### config.mk
export PLATFORM = sky130hd
export DESIGN_NAME = divider_issue
export DESIGN_NICKNAME = d
export VERILOG_FILES = /design/src/rtl/divider_issue_pkg.sv /design/src/rtl/divider_issue_fifo.sv /design/src/rtl/divider_issue.sv
export SDC_FILE = /design/constraint.sdc
export NUM_CORES = 1
export LEC_CHECK = 0
export CAP_MARGIN = 20
export CORE_MARGIN = 2
export CORE_UTILIZATION = 33
export CTS_CLUSTER_DIAMETER = 120
export DETAILED_ROUTE_END_ITERATION = 10
export DONT_BUFFER_PORTS = 1
export PLACE_DENSITY_LB_ADDON = 0.3
export RECOVER_POWER = 50
export SYNTH_ARGS = -nofsm -noshare
export SYNTH_HDL_FRONTEND = slang
export SYNTH_SLANG_ARGS = --single-unit
### constraint.sdc
create_clock -name i_clk -period 2.7 [get_ports i_clk]
set_clock_uncertainty 0.05 [all_clocks]
set_input_delay 0.675 -clock i_clk [delete_from_list [all_inputs] [get_ports i_clk]]
set_output_delay 0.675 -clock i_clk [all_outputs]
set_load 0.05 [all_outputs]
### src/rtl/divider_issue_pkg.sv
// rtl/divider_issue_pkg.sv - shared FSM state type and tag width for the divider issue block
package dividerIssuePkg;

   localparam int TAG_W = 4;

   typedef enum logic [1:0] {
      IDLE  = 2'd0,
      ISSUE = 2'd1,
      WAIT  = 2'd2,
      RESP  = 2'd3
   } state_t;

endpackage

### src/rtl/divider_issue_fifo.sv
// rtl/divider_issue_fifo.sv - request FIFO holding queued and in-flight divide requests
module divIssueFifo
   import dividerIssuePkg::*;
#(
   parameter int WIDTH = 8,
   parameter int DEPTH = 4
) (
   input  logic             clk,
   input  logic             rst,
   input  logic             cg,
   input  logic             push,
   input  logic [WIDTH-1:0] push_dividend,
   input  logic [WIDTH-1:0] push_divisor,
   input  logic [TAG_W-1:0] push_tag,
   input  logic             pop,
   output logic             full,
   output logic             empty,
   output logic             multi,
   output logic [WIDTH-1:0] head_dividend,
   output logic [WIDTH-1:0] head_divisor,
   output logic [TAG_W-1:0] head_tag,
   output logic             next_divzero
);

   localparam int AW = $clog2(DEPTH);

   logic [WIDTH-1:0] dividend_mem [DEPTH];
   logic [WIDTH-1:0] divisor_mem  [DEPTH];
   logic [TAG_W-1:0] tag_mem      [DEPTH];

   logic [AW-1:0] rd_ptr;
   logic [AW-1:0] wr_ptr;
   logic [AW-1:0] rd_next;
   logic [AW:0]   count;
   logic          do_push;
   logic          do_pop;

   // Full is a pure function of occupancy so the upstream ready never depends on a same-cycle pop
   assign full    = (count == (AW+1)'(DEPTH));
   assign empty   = (count == '0);
   assign multi   = (count > (AW+1)'(1));
   assign do_push = cg && push && !full;
   assign do_pop  = cg && pop && !empty;

   // Pointers wrap for free because DEPTH is a power of two
   assign rd_next = rd_ptr + AW'(1);

   assign head_dividend = dividend_mem[rd_ptr];
   assign head_divisor  = divisor_mem[rd_ptr];
   assign head_tag      = tag_mem[rd_ptr];
   assign next_divzero  = (divisor_mem[rd_next] == '0);

   // Occupancy and pointer bookkeeping; everything holds while the clock gate is low
   always_ff @(posedge clk or posedge rst) begin
      if (rst) begin
         rd_ptr <= '0;
         wr_ptr <= '0;
         count  <= '0;
      end else begin
         if (do_push) begin
            wr_ptr <= wr_ptr + AW'(1);
         end
         if (do_pop) begin
            rd_ptr <= rd_next;
         end
         if (do_push && !do_pop) begin
            count <= count + (AW+1)'(1);
         end else if (do_pop && !do_push) begin
            count <= count - (AW+1)'(1);
         end
      end
   end

   // Entry storage; contents need no reset because occupancy gates every use
   always_ff @(posedge clk) begin
      if (do_push) begin
         dividend_mem[wr_ptr] <= push_dividend;
         divisor_mem[wr_ptr]  <= push_divisor;
         tag_mem[wr_ptr]      <= push_tag;
      end
   end

endmodule

### src/rtl/divider_issue.sv
// rtl/divider_issue.sv - queues divide requests, issues them to an external divider, returns tagged results in order (option: DIVIDER_ISSUE_DIVZERO_BYPASS_EN)
module divider_issue
   import dividerIssuePkg::*;
#(
   parameter int WIDTH = 8,
   parameter int DEPTH = 4
) (
   input  logic             i_clk,
   input  logic             i_rst,
   input  logic             i_cg,
   input  logic             i_req_valid,
   output logic             o_req_ready,
   input  logic [WIDTH-1:0] i_req_dividend,
   input  logic [WIDTH-1:0] i_req_divisor,
   input  logic [TAG_W-1:0] i_req_tag,
   output logic             o_div_begin,
   output logic [WIDTH-1:0] o_div_dividend,
   output logic [WIDTH-1:0] o_div_divisor,
   input  logic             i_div_busy,
   input  logic             i_div_done,
   input  logic [WIDTH-1:0] i_div_quotient,
   input  logic [WIDTH-1:0] i_div_remainder,
   output logic             o_rsp_valid,
   input  logic             i_rsp_ready,
   output logic [WIDTH-1:0] o_rsp_quotient,
   output logic [WIDTH-1:0] o_rsp_remainder,
   output logic [TAG_W-1:0] o_rsp_tag,
   output logic             o_rsp_divzero
);

`ifdef DIVIDER_ISSUE_DIVZERO_BYPASS_EN
   localparam logic BYPASS_EN = 1'b1;
`else
   localparam logic BYPASS_EN = 1'b0;
`endif

   state_t           state;
   state_t           state_n;
   logic             full;
   logic             empty;
   logic             multi;
   logic [WIDTH-1:0] head_dividend;
   logic [WIDTH-1:0] head_divisor;
   logic [TAG_W-1:0] head_tag;
   logic             next_divzero;
   logic             head_divzero;
   logic             pop;
   logic             load_div;
   logic             load_byp;
   logic             active;
   logic [WIDTH-1:0] rsp_q;
   logic [WIDTH-1:0] rsp_r;

   divIssueFifo #(
      .WIDTH(WIDTH),
      .DEPTH(DEPTH)
   ) u_fifo (
      .clk           (i_clk),
      .rst           (i_rst),
      .cg            (i_cg),
      .push          (i_req_valid),
      .push_dividend (i_req_dividend),
      .push_divisor  (i_req_divisor),
      .push_tag      (i_req_tag),
      .pop           (pop),
      .full          (full),
      .empty         (empty),
      .multi         (multi),
      .head_dividend (head_dividend),
      .head_divisor  (head_divisor),
      .head_tag      (head_tag),
      .next_divzero  (next_divzero)
   );

   assign head_divzero = (head_divisor == '0);
   assign active       = (state != IDLE);

   assign o_req_ready     = !full;
   assign o_div_begin     = (state == ISSUE);
   assign o_div_dividend  = active ? head_dividend : '0;
   assign o_div_divisor   = active ? head_divisor : '0;
   assign o_rsp_valid     = (state == RESP);
   assign o_rsp_quotient  = rsp_q;
   assign o_rsp_remainder = rsp_r;
   assign o_rsp_tag       = o_rsp_valid ? head_tag : '0;
   assign o_rsp_divzero   = o_rsp_valid && head_divzero;

   // State register; reset drops all queued and in-flight work at once
   always_ff @(posedge i_clk or posedge i_rst) begin
      if (i_rst) begin
         state <= IDLE;
      end else if (i_cg) begin
         state <= state_n;
      end
   end

   // Next state, head pop and response-register load strobes
   always_comb begin
      state_n  = state;
      pop      = 1'b0;
      load_div = 1'b0;
      load_byp = 1'b0;
      case (state)
         IDLE: begin
            if (!empty) begin
               if (BYPASS_EN && head_divzero) begin
                  state_n  = RESP;
                  load_byp = 1'b1;
               end else if (!i_div_busy) begin
                  state_n = ISSUE;
               end
            end
         end
         ISSUE: begin
            state_n = WAIT;
         end
         WAIT: begin
            if (i_div_done) begin
               state_n  = RESP;
               load_div = 1'b1;
            end
         end
         RESP: begin
            if (i_rsp_ready) begin
               pop = 1'b1;
               // A zero-divisor successor must take the bypass path from IDLE instead of being issued
               if (multi && !i_div_busy && !(BYPASS_EN && next_divzero)) begin
                  state_n = ISSUE;
               end else begin
                  state_n = IDLE;
               end
            end
         end
         default: begin
            state_n = IDLE;
         end
      endcase
   end

   // Response registers hold the result steady for as long as the consumer stalls
   always_ff @(posedge i_clk or posedge i_rst) begin
      if (i_rst) begin
         rsp_q <= '0;
         rsp_r <= '0;
      end else if (i_cg) begin
         if (load_div) begin
            rsp_q <= i_div_quotient;
            rsp_r <= i_div_remainder;
         end else if (load_byp) begin
            rsp_q <= '1;
            rsp_r <= head_dividend;
         end
      end
   end

   // A done pulse outside WAIT is dropped by the FSM; flag it so the integration fault is visible
   assert property (@(posedge i_clk) disable iff (i_rst) (i_cg && i_div_done) |-> (state == WAIT));

endmodule
==> flow_summary.yaml <==
status:
  outcome: "finished with violations"
  violations: "setup timing"
die:
  dieArea_mm2: 0.0139
  num_rows: 41
  die_width_um: 118
  io-pin-count: 83
  die_h_um: 118
  initial_core_util: 0.339
  core_area_mm2: 0.0126
placed_design:
  dpl.hpwl_mm: 5.20
  dpl_cell_area_mm2: 0.00473
  gp_congestion: 0.660
  dp_slack_ns: -0.0678
  portBuffers: 0
cts:
  clk_pin_slew_ns: 0.07
  clock-sinks: 105
  hold_buffers: 0
  cts_made_buffers: 9
  worstSkewPairLatency_ns: 0.34
  cts_tree: "done"
  ctsHtreeMaxLevel: 3
  cts_root_buf: "clkbuf_16"
  cts.path.max_buffers: 2
synthesis:
  yosysWarnings: 0
  syn_nets: 283
  synth_top_family_by_area: "multiplexers"
  ys_types: 30
  synth-xor-area-share: 0.0123
  yosys.area.top_type: "edfxtp_1"
  synth_area_leaders: "edfxtp_1 56%, dfrtp_1 15%, mux4_2 8.4%"
  async_flop_share: 0.238
  yosys_register_bits: 105
  netlist_instances: 227
  synth_top_area_share: 0.562
  synth_edf_count: 80
  muxShareOfSynthArea: 0.156
  synth_ff_type: "edfxtp_1"
  synth_fa_ha_area_frac: 0.0380
  ys_seq_area_frac: 0.708
  synth_compound_area_frac: 0.0111
  synthSimpleGateAreaFrac: 0.0571
  netlist_area_mm2: 0.00428
  syn_avg_cell_area_um2: 18.8
pwr:
  seq_power_share: 0.422
  p_sw_mw: 2.63
  power.leakage_nw: 1.85
  vdd_drop_max_mv: 0.352
  clkPwrFrac: 0.203
  power_density_mw_per_mm2: 1260
  power.total_mw: 6.40
  switching_share: 0.411
  combPwrFrac: 0.375
  internal-power_mw: 3.77
run:
  cap_violations: 0
timing:
  min_period_ns: 3.03
  fmax_mhz: 330
  slew_violations: 0
  finalSetupViolCount: 5
  worst_pin_slew_ns: 1.36
  fin_crit_sh: 1.12
  rsz0062_at_grt: "yes"
  hold_viol: 0
  setup_ws_ns: -0.333
  max-slew-margin-rel: 0.0953
setup_path:
  r2r-end: "u_fifo.tag_mem[3][3]"
  ff2ff_path_depth: 6
  reg2reg_from: "u_fifo.count[0]"
  r2r_slack_ns: 0.70
  endpoint_kind: "output pin"
  startpoint: "u_fifo.rd_ptr[0]"
  critPathMaxFanout: 5
  critical_path_class: "flop to output pin"
  cp.arrival_ns: 2.31
  start_kind: "flop"
  cp.required_ns: 1.98
global_route:
  antenna_found_initial: 0
  grt_pass1_wl_mm: 12.3
  overflow: 0
  grt_max_degree: 26
  grt_pass1_vias: 2195
  track_usage: 0.120
routing:
  drc_errors: 0
  drt_wl_total_mm: 7.68
  dr_wl_met3_um: 262
  ant_nets: 0
  wl_met1_mm: 3.13
  post_drt_wl_per_cell_um: 17.4
  drt-pass1-iter-count: 4
  vias_per_cell: 4.57
  drtIter0Drc: 80
  dr.max_layer_used: "met4"
  vias: 2020
  wl_met2_mm: 4.08
min_path:
  hold_class: "input pin to flop"
  hold-path-endpoint: "u_fifo.tag_mem[2][0]"
  min_from: "i_req_tag[0]"
  whs_path_depth: 0
cells_and_area:
  diodes: 0
  area_growth_pct: 18.7
  stdcell_area_mm2: 0.00507
  nets: 322
  drive_above_1_share: 0.330
[cells in the mapped netlist (2+ instances only)]
library cell and n:
edfxtp_1 80, dfrtp_1 25, mux2_2 17, nor2b_1 17, mux4_2 16, ha_1 13, inv_1 10, and2_1 8
mux4_1 4, nand2_1 4, nor2_1 4, clkbuf_1 3, o21ai_0 3, xnor2_1 3, xor2_1 3, buf_2 2
nand3_1 2
[cells by family after synthesis]
kind of cell    after synthesis
flops                       105
compound gates                7
fa+ha+maj                    13
mux                          38
buf+inv                      17
xor+xnor                      6
simple gates                 41
[per-stage QoR]
step / hold WS (ns) / instances / TNS [ns] / utilization
finish: 0.370 / 442 / -0.404 / 0.402
global route: 0.350 / 442 / -1.29 / 0.402
CTS: 0.222 / 439 / -0.693 / 0.400
floorplan: 0.428 / 227 / -0.136 / -
detailed placement: 0.452 / 423 / -0.0678 / 0.374
global placement: 0.454 / 423 / -0.0262 / 0.374
[sequential cells by signal (all words and copies together), names as in the netlist]
register	count
u_fifo.dividend_mem	32
u_fifo.divisor_mem	32
u_fifo.tag_mem	16
o_rsp_quotient	8
o_rsp_remainder	8
u_fifo.count	3
state	2
u_fifo.rd_ptr	2
u_fifo.wr_ptr	2
[worst max-delay path, stage by stage (launching register included)]
cell and delay [ns]:
dfrtp_2 0.46, buf_4 0.17, mux4_2 0.52, or4_4 0.44
nor4_4 0.20, buf_12 0.18
[layer usage]
layer,GRT usage,vias to the layer above
met3,0.0257,11
met4,0.0723,0
li1,-,939
met5,0,-
met1,0.145,1037
met2,0.197,33
[layout make-up]
cell class | instances | area [um^2]
clock buffers | 9 | 225
clock inverters | 6 | 73.8
fillers | 1189 | 7540
inverters | 10 | 37.5
multi-input cells | 105 | 1200
flip-flops and latches | 105 | 3030
well taps | 172 | 215
repair buffers | 35 | 297
[power groups by stage]
stage | logic [mW] | clock network [mW] | registers (mW)
after floorplan | 1.79 | 0 | 2.66
after detailed placement | 2.35 | 0 | 2.74
final | 2.40 | 1.30 | 2.70
after global routing | 2.58 | 1.41 | 2.74
after CTS | 2.40 | 1.34 | 2.71
after global placement | 2.34 | 0 | 2.73
[worst max path at each step]
stage / slack [ns] / end / depth (start not counted)
global placement: -0.03 / o_rsp_divzero / 4
finish: -0.33 / o_rsp_divzero / 5
floorplan: -0.14 / o_rsp_divzero / 4
global route: -0.43 / o_rsp_divzero / 4
detailed placement: -0.07 / o_rsp_divzero / 4
CTS: -0.36 / o_rsp_divzero / 4
[cells in the final DEF (no fill, tap or decap), types with 4 or more instances in the layout]
cell / synthesis / routed
and2_4: 0 / 4
edfxtp_1: 80 / 80
buf_4: 0 / 31
mux2_2: 17 / 17
clkbuf_16: 0 / 9
and2_1: 8 / 4
mux4_1: 4 / 4
mux4_2: 16 / 16
nand2_1: 4 / 4
ha_1: 13 / 13
dfrtp_1: 25 / 24
inv_1: 10 / 10
nor2b_1: 17 / 17
nor2_1: 4 / 4
[what timing repair did]
action	CTS	global route
resized for setup	8	4
pin swaps	0	0
buffers inserted	1	3
setup endpoints to repair	13	13
Power figures use the tool's default switching activity.
